--- src/rtl/dcache_write_buffer_if.sv ---
// ----------------------------------------------------------------------------
// dcache_write_buffer_if
// Handshake bundle between the DCache write port, the write buffer and the
// AXI bridge's DCache write interface.
//   in_wr_*  : DCache -> buffer push channel (req/rdy + line/store fields)
//   out_wr_* : buffer -> bridge drain channel (req/rdy + head entry fields)
// Modports:
//   slave  : the write buffer (accepts in_wr_*, drives out_wr_*)
//   master : the environment (DCache side and bridge side together)
// ----------------------------------------------------------------------------
interface dcache_write_buffer_if;
    logic         in_wr_req;
    logic [2:0]   in_wr_type;
    logic [31:0]  in_wr_addr;
    logic [3:0]   in_wr_wstrb;
    logic [127:0] in_wr_data;
    logic         in_wr_rdy;

    logic         out_wr_req;
    logic [2:0]   out_wr_type;
    logic [31:0]  out_wr_addr;
    logic [3:0]   out_wr_wstrb;
    logic [127:0] out_wr_data;
    logic         out_wr_rdy;

    modport slave (
        input  in_wr_req, in_wr_type, in_wr_addr, in_wr_wstrb, in_wr_data,
        output in_wr_rdy,
        output out_wr_req, out_wr_type, out_wr_addr, out_wr_wstrb, out_wr_data,
        input  out_wr_rdy
    );

    modport master (
        output in_wr_req, in_wr_type, in_wr_addr, in_wr_wstrb, in_wr_data,
        input  in_wr_rdy,
        input  out_wr_req, out_wr_type, out_wr_addr, out_wr_wstrb, out_wr_data,
        output out_wr_rdy
    );
endinterface

--- src/rtl/dcache_write_buffer.sv ---
// ----------------------------------------------------------------------------
// dcache_write_buffer
// In-order write-back buffer between the DCache write port and the AXI
// bridge. Queues line writebacks and uncached stores so a refill need not
// wait for its dirty victim, and flags reads that hit a queued line.
//
// Ports:
//   aclk, reset     : clock, synchronous active-high reset
//   bus (slave)     : in_wr_* push channel, out_wr_* drain channel
//   rd_chk_addr     : address of the DCache read about to issue
//   rd_hit          : a held entry matches rd_chk_addr[31:4]
//   rd_fwd_valid/_data : line forwarding result (WB_FORWARD_EN only)
//   wb_empty        : no entries held
//
// Build option: define WB_FORWARD_EN to forward the youngest matching line
// entry's data; otherwise rd_fwd_* are tied to 0.
// ----------------------------------------------------------------------------
module dcache_write_buffer #(
    parameter int DEPTH = 2
) (
    input  logic                      aclk,
    input  logic                      reset,
    dcache_write_buffer_if.slave      bus,
    input  logic [31:0]               rd_chk_addr,
    output logic                      rd_hit,
    output logic                      rd_fwd_valid,
    output logic [127:0]              rd_fwd_data,
    output logic                      wb_empty
);
    localparam int PW = $clog2(DEPTH);
    localparam logic [PW:0] C_FULL = (PW+1)'(DEPTH);

    logic [2:0]   r_type  [DEPTH];
    logic [31:0]  r_addr  [DEPTH];
    logic [3:0]   r_wstrb [DEPTH];
    logic [127:0] r_data  [DEPTH];
    logic [DEPTH-1:0] r_vld;
    logic [PW-1:0]    r_wptr;
    logic [PW-1:0]    r_rptr;
    logic [PW:0]      r_count;

    logic w_full, w_empty, w_push, w_pop;
    logic [DEPTH-1:0] w_match;
    logic [3:0] w_unused_lo;

    assign w_full  = (r_count == C_FULL);
    assign w_empty = (r_count == '0);

    // No same-cycle bypass: a full buffer refuses even while popping.
    assign bus.in_wr_rdy  = ~w_full & ~reset;
    assign bus.out_wr_req = ~w_empty;
    assign w_push = bus.in_wr_req & bus.in_wr_rdy;
    assign w_pop  = bus.out_wr_req & bus.out_wr_rdy;

    assign bus.out_wr_type  = r_type[r_rptr];
    assign bus.out_wr_addr  = r_addr[r_rptr];
    assign bus.out_wr_wstrb = r_wstrb[r_rptr];
    assign bus.out_wr_data  = r_data[r_rptr];
    assign wb_empty         = w_empty;

    // Byte offset within the line never matters for the hazard compare.
    assign w_unused_lo = rd_chk_addr[3:0];

    always_ff @(posedge aclk) begin
        if (reset) begin
            r_wptr  <= '0;
            r_rptr  <= '0;
            r_count <= '0;
            r_vld   <= '0;
            for (int i = 0; i < DEPTH; i++) begin
                r_type[i]  <= '0;
                r_addr[i]  <= '0;
                r_wstrb[i] <= '0;
                r_data[i]  <= '0;
            end
        end else begin
            if (w_pop) begin
                r_vld[r_rptr] <= 1'b0;
                r_rptr        <= r_rptr + 1'b1;
            end
            // A push never targets the popped slot: push needs ~full, pop needs ~empty.
            if (w_push) begin
                r_type[r_wptr]  <= bus.in_wr_type;
                r_addr[r_wptr]  <= bus.in_wr_addr;
                r_wstrb[r_wptr] <= bus.in_wr_wstrb;
                r_data[r_wptr]  <= bus.in_wr_data;
                r_vld[r_wptr]   <= 1'b1;
                r_wptr          <= r_wptr + 1'b1;
            end
            case ({w_push, w_pop})
                2'b10:   r_count <= r_count + 1'b1;
                2'b01:   r_count <= r_count - 1'b1;
                default: r_count <= r_count;
            endcase
        end
    end

    // Hazard covers stored entries only (incl. one popping this cycle).
    always_comb begin
        for (int i = 0; i < DEPTH; i++)
            w_match[i] = r_vld[i] & (r_addr[i][31:4] == rd_chk_addr[31:4]);
    end
    assign rd_hit = |w_match;

`ifdef WB_FORWARD_EN
    logic          w_fwd_line;
    logic [127:0]  w_fwd_data;
    logic [PW-1:0] w_idx;

    // Walk oldest to youngest from the read pointer; the last match wins,
    // so the youngest matching entry decides. Valid entries are contiguous.
    always_comb begin
        w_fwd_line = 1'b0;
        w_fwd_data = '0;
        w_idx      = '0;
        for (int k = 0; k < DEPTH; k++) begin
            w_idx = r_rptr + PW'(k);
            if (w_match[w_idx]) begin
                w_fwd_line = (r_type[w_idx] == 3'b100);
                w_fwd_data = r_data[w_idx];
            end
        end
    end
    assign rd_fwd_valid = w_fwd_line;
    assign rd_fwd_data  = w_fwd_line ? w_fwd_data : '0;
`else
    assign rd_fwd_valid = 1'b0;
    assign rd_fwd_data  = '0;
`endif
endmodule

--- src/flat_wrapper.sv ---
// flat-port wrapper written by rule: the top's interface ports become plain ports
module dcache_write_buffer_flat 
#(
    parameter int DEPTH = 2
)
  (aclk, reset, rd_chk_addr, rd_hit, rd_fwd_valid, rd_fwd_data, wb_empty, bus_in_wr_req, bus_in_wr_type, bus_in_wr_addr, bus_in_wr_wstrb, bus_in_wr_data, bus_in_wr_rdy, bus_out_wr_req, bus_out_wr_type, bus_out_wr_addr, bus_out_wr_wstrb, bus_out_wr_data, bus_out_wr_rdy);
  dcache_write_buffer_if bus_i ();
  input  logic aclk;
  input  logic reset;
  input  logic [31:0] rd_chk_addr;
  output logic rd_hit;
  output logic rd_fwd_valid;
  output logic [127:0] rd_fwd_data;
  output logic wb_empty;
  input wire logic [$bits(bus_i.in_wr_req)-1:0] bus_in_wr_req;
  input wire logic [$bits(bus_i.in_wr_type)-1:0] bus_in_wr_type;
  input wire logic [$bits(bus_i.in_wr_addr)-1:0] bus_in_wr_addr;
  input wire logic [$bits(bus_i.in_wr_wstrb)-1:0] bus_in_wr_wstrb;
  input wire logic [$bits(bus_i.in_wr_data)-1:0] bus_in_wr_data;
  output wire logic [$bits(bus_i.in_wr_rdy)-1:0] bus_in_wr_rdy;
  output wire logic [$bits(bus_i.out_wr_req)-1:0] bus_out_wr_req;
  output wire logic [$bits(bus_i.out_wr_type)-1:0] bus_out_wr_type;
  output wire logic [$bits(bus_i.out_wr_addr)-1:0] bus_out_wr_addr;
  output wire logic [$bits(bus_i.out_wr_wstrb)-1:0] bus_out_wr_wstrb;
  output wire logic [$bits(bus_i.out_wr_data)-1:0] bus_out_wr_data;
  input wire logic [$bits(bus_i.out_wr_rdy)-1:0] bus_out_wr_rdy;
  assign bus_i.in_wr_req = bus_in_wr_req;
  assign bus_i.in_wr_type = bus_in_wr_type;
  assign bus_i.in_wr_addr = bus_in_wr_addr;
  assign bus_i.in_wr_wstrb = bus_in_wr_wstrb;
  assign bus_i.in_wr_data = bus_in_wr_data;
  assign bus_in_wr_rdy = bus_i.in_wr_rdy;
  assign bus_out_wr_req = bus_i.out_wr_req;
  assign bus_out_wr_type = bus_i.out_wr_type;
  assign bus_out_wr_addr = bus_i.out_wr_addr;
  assign bus_out_wr_wstrb = bus_i.out_wr_wstrb;
  assign bus_out_wr_data = bus_i.out_wr_data;
  assign bus_i.out_wr_rdy = bus_out_wr_rdy;
  dcache_write_buffer #(.DEPTH(DEPTH)) u_core (.aclk(aclk), .reset(reset), .bus(bus_i), .rd_chk_addr(rd_chk_addr), .rd_hit(rd_hit), .rd_fwd_valid(rd_fwd_valid), .rd_fwd_data(rd_fwd_data), .wb_empty(wb_empty));
endmodule
--- config.mk ---
export PLATFORM = sky130hd
export DESIGN_NAME = dcache_write_buffer_flat
export DESIGN_NICKNAME = d
export VERILOG_FILES = /design/src/rtl/dcache_write_buffer_if.sv /design/src/rtl/dcache_write_buffer.sv /design/src/flat_wrapper.sv
export SDC_FILE = /design/constraint.sdc
export NUM_CORES = 1
export LEC_CHECK = 0
export CORE_UTILIZATION = 30
export CTS_CLUSTER_SIZE = 24
export DETAILED_ROUTE_END_ITERATION = 8
export SYNTH_ARGS = -nofsm -noshare
export SYNTH_HDL_FRONTEND = slang
export SYNTH_SLANG_ARGS = --single-unit
--- constraint.sdc ---
create_clock -name aclk -period 5.1 [get_ports aclk]
set_input_delay 0.765 -clock aclk [delete_from_list [all_inputs] [get_ports aclk]]
set_output_delay 0.765 -clock aclk [all_outputs]
set_load 0.05 [all_outputs]
# == After elaboration in Yosys (flattened, before gate mapping) ==
# Memory sizes are Yosys's and may differ from the RTL's. A register that Yosys moved wholly into a read port is not among the register bits.
# Cells that the tools add are included.
# totals
regBits,6
latchBits,0
mem_bits_rw,334
rom_bits,0
inputBits,203
out_inout_bits,300
elab_cells,74
n_memories,4
# classes
n_addsub,4
mul,0
div_mod_pow,0
order_cmp,4
eq_ne,5
shift,0
n_mux,33
n_bitwise,11
reduce_logical,9
# mem_list
memory,depth,word_bits,read_ports,rd_clocked_by_memory_dff,wr,line,source
u_core.r_data,2,128,1,1,2,dcache_write_buffer.sv:36,logic [127:0] r_data [DEPTH];
u_core.r_addr,2,32,3,1,2,dcache_write_buffer.sv:34,logic [31:0] r_addr [DEPTH];
u_core.r_wstrb,2,4,1,1,2,dcache_write_buffer.sv:35,logic [3:0] r_wstrb [DEPTH];
u_core.r_type,2,3,1,1,2,dcache_write_buffer.sv:33,logic [2:0] r_type [DEPTH];
# op_table
cell,count
$mux 128,1
$reduce_or 128->1,1
$eq 28x28->1,2
$mux 32,1
$reduce_or 32->1,1
$mux 1,23
$mux 2,3
$and 1x1->1,5
$eq 2x2->1 const B,2
$lt 1x2->1 const B,2
$mux 4,1
$pmux 2 s2,1
$reduce_or 4->1,1
$mux 3,1
$not 1->1,3
$reduce_or 3->1,1
$add 1x1->1 const B,2
$add 2x1->2 const B,1
$and 2x2->2,1
$demux 1 s1,2
$eq 2x1->1 const B,1
$ge 1x1->1 const B,2
$logic_and 1x1->1,2
$logic_not 2->1,1
other kinds (5),5

# == Logic depth before layout (Yosys ltp) ==
# Gate-level depths: netlist (run 1).
# logic_depth
word_depth,10
depth_mapped,7
mapped_depth_nobuf,7

# == Least setup slack after synthesis (run 1) ==
# No wires, ideal clock.
# synth_timing
path_kind,input to register
start,in reset
end,mem u_core.r_addr[0][0] (enable)
setup_time_ps,534
t_arrival_ps,4865
t_required_ps,4566
path_slack_ps,-300
cell_stages,5
path_buffers,1
path_cell_list,buf_6 clkinv_8 o211ai_2 or2_2 nand2_1
# synth_lines
element,line,source
from (decl),flat_wrapper.sv:9,input logic reset;
to (decl),dcache_write_buffer.sv:34,

==> impl_metrics.yaml, run 1 <==
run_status:
  outcome: "finished, final reports clean"
timing:
  clock_skew_ps: 13.0
  slew_viol_final: 0
  fmax_mhz: 256
  slew_headroom: 0.427
  rsz0062_at_grt: "false"
  tns_ps: 0
  finalCritPeriodShare: 0.765
  finalSetupViolCount: 0
  hold_violations: 0
  period_minus_slack_ps: 3900
  tightest_slew_ps: 859
clock_network:
  clock-root-buffer: "clkbuf_16"
  holdBufCountCts: 0
  cts_tree: "yes"
  clkTransAtPathRegs_ps: 60
  post_cts_buffers: 0
  htree_levels: 2
  post_cts_resized: 0
  cts_buffer_depth: 3
  clock_latency_ps: 550
  cts.sinks: 341
  cts_buffers: 40
routing:
  drc: 0
  drt_pass1_iterations: 4
  viasPerCell: 4.15
  ant_nets: 0
  drtIter0Drc: 370
  vias: 9431
  drt_wl_total_mm: 39.9
  wl_per_cell_um: 17.5
layout:
  drive_gt1_frac: 0.225
  most-common-layout-cells: "clkdlybuf4s50_1, edfxtp_1, and2_1"
  nets: 1707
  final_cells: 2275
  postLayoutCoreUtil: 0.401
  syn_to_final_growth_pct: 31.0
  mostFrequentLayoutCell: "clkdlybuf4s50_1"
  nFillCells: 5052
  final_area_sq_mm: 0.0218
floorplan:
  core_area_sq_mm: 0.0543
  dieArea_sq_mm: 0.0565
  die_height_um: 238
  rows: 85
  start_util: 0.306
  num_io_pins: 503
  die_w_um: 238
setup_path:
  r2r_start: "u_core.r_count[0]$_SDFFE_PP0P_"
  critical_path_required_ps: 4340
  r2r_end: "u_core.r_data[0][98]$_SDFFCE_PN0P_"
  start_kind: "flip-flop"
  cp_max_fo: 51
  ff2ff_path_depth: 4
  worstPathArrival_ps: 3140
  critPathKind: "reg -> out"
  worstSetupEndpointType: "primary output"
  reg2reg_setup_slack_ps: 2840
power_and_ir_drop:
  intPower_mw: 6.33
  power_switching_mw: 3.64
  swShare: 0.365
  p_comb_frac: 0.369
  power.share.clock: 0.276
  ir_drop_uv: 251
  p_leak_nw: 8.13
  power_mw: 9.97
  pwr-share-seq: 0.355
  power_density_mw_per_mm2: 457
placed_design:
  portBuffers: 369
  gp_congestion: 0.794
  place_area_sq_mm: 0.0206
  hpwl_mm: 26.0
  dp.cells: 2200
grt:
  grt.overflow.total: 0
  grt_pass1_vias: 9559
  grt_pass1_wl_mm: 58.3
  grt_max_degree: 99
  antenna_found_initial: 6
  track_usage: 0.137
synthesis:
  ys.flop_type: "edfxtp_1"
  yosysWarnings: 0
  syn_area_per_cell_sq_um: 14.6
  netlist_area_sq_mm: 0.0167
  ys_seq_elements: 341
  syn-instance-count: 1137
  yosysSeqAreaShare: 0.611
  synth_edf_count: 334
  synth_cell_types: 35
  async_reset_ff_frac: 0
worst_hold_path:
  hp-class: "reg -> reg"
  hold_end: "u_core.r_vld[1]$_SDFF_PP0_"
  hold-path-cell-count: 2
  hold_start: "u_core.r_vld[1]$_SDFF_PP0_"
run:
  drv_cap: 0
-- layer usage --
metal	up-vias	track usage	share of wire
met5	-	0	0.0016
met4	10	0.0403	0.022
met3	65	0.0506	0.080
met2	307	0.230	0.49
met1	4601	0.162	0.40
li1	4448	-	-
-- through the flow --
step | setup slack, ps | hold slack [ps]
final | 1200 | 525
after CTS | 1080 | 538
after global placement | 1300 | 495
after floorplan | 1300 | 454
after detailed placement | 1310 | 529
after global routing | 1030 | 564
-- kinds of logic (layout without fill, tap and decap cells) --
logic type	count (synthesis)	count (layout)	share of synthesized area
other	1	130	0.000225
DFF	341	341	0.611
xor gates and xnor gates	58	58	0.0305
muxes	167	167	0.113
and+or+nand+nor	367	367	0.152
adders and majority gates	1	1	0.000751
AOI/OAI and AO/OA	11	11	0.00481
buffers and inverters	191	461	0.0883
-- registers in the layout, indices dropped and copies added, names as in the netlist, named ones only --
name,cells
u_core.r_addr,64
u_core.r_count,2
u_core.r_data,256
u_core.r_rptr,1
u_core.r_type,6
u_core.r_vld,2
u_core.r_wptr,1
u_core.r_wstrb,8
-- power groups by stage --
| stage | clock, mW | sequential, mW | combinational [mW] |
|---|---|---|---|
| after detailed placement | 0 | 3.60 | 3.71 |
| after global placement | 0 | 3.59 | 3.71 |
| final | 2.75 | 3.54 | 3.68 |
| after CTS | 2.84 | 3.55 | 3.73 |
| after floorplan | 0 | 3.51 | 2.66 |
| after global routing | 2.95 | 3.57 | 3.83 |
-- layout make-up --
class,instances,area [sq um],share of cell area
clock buffer,45,1040,0.0477
clock inverter,29,214,0.00981
antenna,1,2.50,0.000115
multi-input combinational,733,5530,0.253
tap,739,925,0.0424
inverter,6,35.0,0.00161
sequential,341,10200,0.466
timing repair buffer,381,3900,0.179
-- cell usage after synthesis, types with 2 or more instances --
| master | n | area (sq um) |
|---|---|---|
| nand4_1 | 11 | 68.8 |
| nor2_1 | 3 | 11.3 |
| nor4_1 | 4 | 25.0 |
| a21oi_1 | 4 | 20.0 |
| mux2_2 | 167 | 1880 |
| and2_1 | 234 | 1460 |
| or2_2 | 2 | 12.5 |
| buf_2 | 17 | 85.1 |
| o21ai_0 | 3 | 15.0 |
| clkbuf_2 | 13 | 65.1 |
| and2_4 | 100 | 876 |
| buf_6 | 5 | 56.3 |
| clkbuf_1 | 8 | 30.0 |
| buf_4 | 131 | 983 |
| xnor2_1 | 57 | 499 |
| nand3_1 | 4 | 20.0 |
| inv_1 | 4 | 15.0 |
| edfxtp_1 | 334 | 10000 |
| dfxtp_1 | 7 | 140 |
| buf_12 | 10 | 200 |
| nand2_1 | 5 | 18.8 |
-- critical path: stages (launching register included) --
cell and delay (ps):
dfxtp_4 860, buf_4 530, mux2_2 400, clkdlybuf4s50_1 750
-- how the worst max path moves through the flow --
stage	endpoint	startpoint	cells past startpoint	slack, ps
after floorplan	u_core.r_addr[0][0]$_SDFFCE_PN0P_	reset	5	1300
final	bus_out_wr_wstrb[0]	flip-flop	3	1200
after global placement	rd_hit	rd_chk_addr[22]	6	1300
after detailed placement	rd_hit	rd_chk_addr[22]	6	1310
after CTS	bus_out_wr_wstrb[0]	flip-flop	3	1080
after global routing	bus_out_wr_wstrb[0]	flip-flop	3	1030
Power figures use the tool's default switching activity.
==> run 2: changes to the inputs <==
- clock period: 5.1 -> 3.4 ns (I/O delays scaled with it)
==> impl_metrics.yaml, run 2 (synthesized netlist as in run 1, its figures left out) <==
run_status:
  outcome: "finished, final reports clean"
setup_path:
  worstPathArrival_ps: 2580
  worstSetupEndpointType: "primary output"
  critical_path_required_ps: 2890
  start_kind: "flip-flop"
  path_cells: "buf_12 -> mux2_2 -> clkdlybuf4s50_1"
  critPathBufInv: 2
  slowest_stage: "clkdlybuf4s50_1"
  cpPeakStageDelay_ps: 720
  crit_family: "buffers and inverters"
  cp_max_fo: 61
  critPathKind: "reg -> out"
layout:
  most-common-layout-cells: "clkdlybuf4s50_1, edfxtp_1, and2_1"
  drive_gt1_frac: 0.236
  nFillCells: 5128
  reg_top3: "u_core.r_data (256), u_core.r_addr (64), u_core.r_wstrb (8)"
  regMostFlops: "u_core.r_data"
  postLayoutCoreUtil: 0.407
  nets: 1733
  syn_to_final_growth_pct: 32.7
  mostFrequentLayoutCell: "clkdlybuf4s50_1"
  largest_register_ffs: 256
timing:
  tns_ps: 0
  tightest_slew_ps: 618
  slew_headroom: 0.586
  slew_viol_final: 0
  fmax_mhz: 323
  finalSetupViolCount: 0
  finalCritPeriodShare: 0.910
  period_minus_slack_ps: 3090
  clock_skew_ps: 6.05
  hold_violations: 0
  rsz0062_at_grt: "false"
power_and_ir_drop:
  intPower_mw: 9.41
  power_mw: 14.8
  power_density_mw_per_mm2: 670
  p_leak_nw: 8.28
  ir_drop_uv: 381
  power.share.clock: 0.260
  power_switching_mw: 5.39
  p_comb_frac: 0.387
  pwr-share-seq: 0.353
  swShare: 0.364
clock_network:
  clock_latency_ps: 530
  cts_tree: "yes"
  holdBufCountCts: 0
  post_cts_buffers: 0
  clock-root-buffer: "clkbuf_16"
  cts_buffer_depth: 3
  cts_buffers: 40
  clkTransAtPathRegs_ps: 50
  post_cts_resized: 0
  htree_levels: 2
  cts.sinks: 341
floorplan:
  dieArea_sq_mm: 0.0565
  num_io_pins: 503
  start_util: 0.306
  die_height_um: 238
  core_area_sq_mm: 0.0543
  rows: 85
  die_w_um: 238
grt:
  track_usage: 0.137
  grt_pass1_vias: 9619
  grt_pass1_wl_mm: 58.4
  antenna_found_initial: 7
  grt.overflow.total: 0
  grt_max_degree: 90
placed_design:
  portBuffers: 369
  gp_congestion: 0.796
  hpwl_mm: 27.5
worst_hold_path:
  hp-class: "reg -> reg"
routing:
  viasPerCell: 4.11
  wl_per_cell_um: 17.3
  drc: 0
  wl_met3_mm: 3.54
  drt_wl_total_mm: 39.8
  wl_met1_mm: 15.6
  top_layer: "met5"
  vias: 9462
  drt_pass1_iterations: 4
  drtIter0Drc: 378
  ant_nets: 0
  met2_length_mm: 19.7
run:
  drv_cap: 0
run 2: cell count changes in the layout (fill, tap and decap cells not counted), sizes merged:
cell           previous run  this run
clkinvlp                  1         0
buf                      12        39
clkdlybuf4s50           369       368
diode                     1         3
clkbuf                   45        53
clkinv                   24        17
bufinv                    3         0
run 2: stage by stage:
step,instances,area [sq um],hold slack [ps],setup slack [ps]
after floorplan,1265,17100,454,708
after global placement,2226,20900,520,487
after detailed placement,2226,20900,519,462
after CTS,2297,22100,527,217
after global routing,2297,22100,541,196
final,2300,22100,505,307
run 2: power groups by stage:
| stage | registers [mW] | logic [mW] | clock network, mW |
|---|---|---|---|
| 2_1_floorplan | 5.25 | 4.00 | 0 |
| 3_3_place_gp | 5.30 | 5.79 | 0 |
| 3_5_place_dp | 5.32 | 5.78 | 0 |
| 4_1_cts | 5.23 | 5.82 | 3.98 |
| 5_1_grt | 5.27 | 5.98 | 4.13 |
| 6_report | 5.23 | 5.73 | 3.85 |
run 2: final timing paths:
path	from	to	slack, ps	depth (start not counted)
setup / recovery	flip-flop	bus_out_wr_data[47]	310	3
setup reg to reg	u_core.r_count[0]$_SDFFE_PP0P_	u_core.r_addr[0][12]$_SDFFCE_PN0P_	1350	4
hold / removal	u_core.r_vld[1]$_SDFF_PP0_	u_core.r_vld[1]$_SDFF_PP0_	510	2
hold reg to reg	u_core.r_vld[1]$_SDFF_PP0_	u_core.r_vld[1]$_SDFF_PP0_	510	2
run 2: tightest hold or removal path: stages (launching register included):
cell and delay [ps]:
dfxtp_1 320, o21ai_0 70, a21oi_1 60
run 2: area by class of cell:
| cell class | count | area (sq um) | area share |
|---|---|---|---|
| diodes | 3 | 7.51 | 0.000340 |
| clock buffers | 53 | 1080 | 0.0489 |
| clock inverters | 18 | 87.6 | 0.00396 |
| inverters | 6 | 35.0 | 0.00158 |
| multi-input cells | 733 | 5530 | 0.250 |
| flip-flops and latches | 341 | 10200 | 0.460 |
| well taps | 739 | 925 | 0.0418 |
| repair buffers | 407 | 4260 | 0.193 |
run 2: routing by layer:
metal / vias to the layer above / track usage
met5: - / 0
met4: 10 / 0.0366
met3: 58 / 0.0577
met2: 293 / 0.231
met1: 4596 / 0.159
li1: 4505 / -
==> run 3: changes to the inputs <==
- ABC_AREA: default -> 1
==> impl_metrics.yaml, run 3 <==
run_status:
  outcome: "finished, final reports clean"
run:
  drv_cap: 0
synthesis:
  synth_top_area_cell: "edfxtp_1"
  synth_area_leaders: "edfxtp_1, mux2_2, nor2_1, buf_4, inv_1"
  ys_seq_elements: 341
  netlist_area_sq_mm: 0.0163
  synth_edf_count: 334
  syn_area_per_cell_sq_um: 11.0
  synth_top_cell_area_share: 0.614
  async_reset_ff_frac: 0
  yosysWarnings: 0
  yosysSeqAreaShare: 0.623
  synth.most_common_cell: "nor2_1"
  synth_cell_types: 24
  syn-instance-count: 1490
  yosys-top-cells-count: "nor2_1, edfxtp_1, inv_1"
  ys.flop_type: "edfxtp_1"
layout:
  largest_register_ffs: 256
  antenna_cells: 0
  nFillCells: 5163
  most-common-layout-cells: "nor2_1, clkdlybuf4s50_1, edfxtp_1"
  drive_gt1_frac: 0.130
  regMostFlops: "u_core.r_data"
  mostFrequentLayoutCell: "nor2_1"
  final_area_sq_mm: 0.0219
  reg_top3: "u_core.r_data (256), u_core.r_addr (64), u_core.r_wstrb (8)"
  nets: 2076
  syn_to_final_growth_pct: 34.1
grt:
  grt_pass1_wl_mm: 62.8
  grt_pass1_vias: 11000
  antenna_found_initial: 2
  track_usage: 0.147
  grt.overflow.total: 0
  grt_max_degree: 169
timing:
  fmax_mhz: 309
  finalCritPeriodShare: 0.952
  tns_ps: 0
  finalSetupViolCount: 0
  slew_viol_final: 0
  clock_skew_ps: 14.6
  rsz0062_at_grt: "false"
  period_minus_slack_ps: 3240
  slew_headroom: 0.0583
  hold_violations: 0
  tightest_slew_ps: 1410
  holdWs_ps: 479
setup_path:
  cp_max_fo: 25
  slowest_stage: "clkdlybuf4s50_1"
  start_kind: "flip-flop"
  critical_path_required_ps: 2890
  cpPeakStageDelay_ps: 710
  worstSetupEndpointType: "primary output"
  critPathKind: "reg -> out"
  worstPathArrival_ps: 2730
  path_cells: "buf_4 -> mux2_2 -> clkdlybuf4s50_1"
clock_network:
  cts_buffer_depth: 3
  cts.sinks: 341
  clkTransAtPathRegs_ps: 60
  clock_latency_ps: 540
  htree_levels: 2
  post_cts_buffers: 0
  post_cts_resized: 0
  clock-root-buffer: "clkbuf_16"
  cts_tree: "yes"
  holdBufCountCts: 0
  cts_buffers: 40
floorplan:
  dieArea_sq_mm: 0.0553
  die_height_um: 235
  num_io_pins: 503
  die_w_um: 235
  core_area_sq_mm: 0.0538
  start_util: 0.303
  rows: 85
routing:
  vias: 10900
  met2_length_mm: 20.1
  drtIter0Drc: 506
  viasPerCell: 4.20
  wl_per_cell_um: 16.0
  top_layer: "met5"
  drt_wl_total_mm: 41.6
  drc: 0
  drt_pass1_iterations: 4
  ant_nets: 0
  wl_met3_mm: 3.57
  wl_met1_mm: 16.9
power_and_ir_drop:
  power_density_mw_per_mm2: 598
  p_leak_nw: 9.32
  power_mw: 13.1
  ir_drop_uv: 396
placed_design:
  gp_congestion: 0.846
  hpwl_mm: 27.7
  place_area_sq_mm: 0.0205
  portBuffers: 369
worst_hold_path:
  hp-class: "reg -> reg"
## run 3: cell types whose count changed in the layout (fill, tap and decap cells not counted), sizes merged, moves of 8 or more
cell    previous run  this run
a21oi              4        14
and2             334         1
buf               39        30
bufinv             0         8
clkbuf            53        43
inv                7       249
mux2             167       145
nand2              5       130
nor2               4       371
o21ai              3        28
xnor2             57        16
## run 3: power breakdown
| group | leakage (nW) | total, mW | internal, mW | switching, mW |
|---|---|---|---|---|
| Clock | 0.682 | 4.54 | 2.81 | 1.73 |
| Combinational | 5.09 | 3.47 | 1.16 | 2.31 |
| Sequential | 3.56 | 5.08 | 4.96 | 0.116 |
| Total | 9.32 | 13.1 | 8.94 | 4.16 |
## run 3: worst paths after layout
| kind | start | cells past startpoint | endpoint | slack [ps] |
|---|---|---|---|---|
| worst max-delay path | flip-flop | 3 | bus_out_wr_data[20] | 160 |
| worst max register to register | u_core.r_count[0]$_SDFFE_PP0P_ | 6 | u_core.r_data[1][2]$_SDFFCE_PN0P_ | 1270 |
| worst min-delay path | u_core.r_vld[1]$_SDFF_PP0_ | 2 | u_core.r_vld[1]$_SDFF_PP0_ | 480 |
| worst min register to register | u_core.r_vld[1]$_SDFF_PP0_ | 2 | u_core.r_vld[1]$_SDFF_PP0_ | 480 |
## run 3: final cells by class
type / instances / area [sq um] / share of cell area
inverters: 245 / 920 / 0.0420
flip-flops and latches: 341 / 10200 / 0.465
well taps: 696 / 871 / 0.0398
multi-input cells: 846 / 4510 / 0.206
clock buffers: 43 / 1030 / 0.0472
clock inverters: 28 / 358 / 0.0163
repair buffers: 398 / 4020 / 0.184
## run 3: critical path: cells and delay by family (launching register included)
family	cells	cell delay (ps)
DFF	1	660
buffers and inverters	2	1120
muxes	1	380
## run 3: logic make-up (layout without fill, tap and decap cells)
group | after synthesis | after routing | synth area share
xor gates and xnor gates | 19 | 19 | 0.0102
muxes | 145 | 145 | 0.100
adders and majority gates | 1 | 1 | 0.000766
other | 1 | 129 | 0.000230
DFF | 341 | 341 | 0.623
buffers and inverters | 431 | 714 | 0.134
and+or+nand+nor | 510 | 510 | 0.119
AOI/OAI and AO/OA | 42 | 42 | 0.0131
## run 3: stage by stage
step | util | setup slack, ps | std cells
final | 0.407 | 164 | 2597
after global routing | 0.407 | 40.9 | 2597
after CTS | 0.407 | 80.8 | 2597
after detailed placement | 0.381 | 688 | 2526
after global placement | 0.381 | 673 | 2526
after floorplan | - | 189 | 1618
## run 3: metal layers
layer	vias up	GRT usage
met4	4	0.0438
met5	-	0
met1	5219	0.172
met3	62	0.0544
met2	355	0.250
li1	5265	-
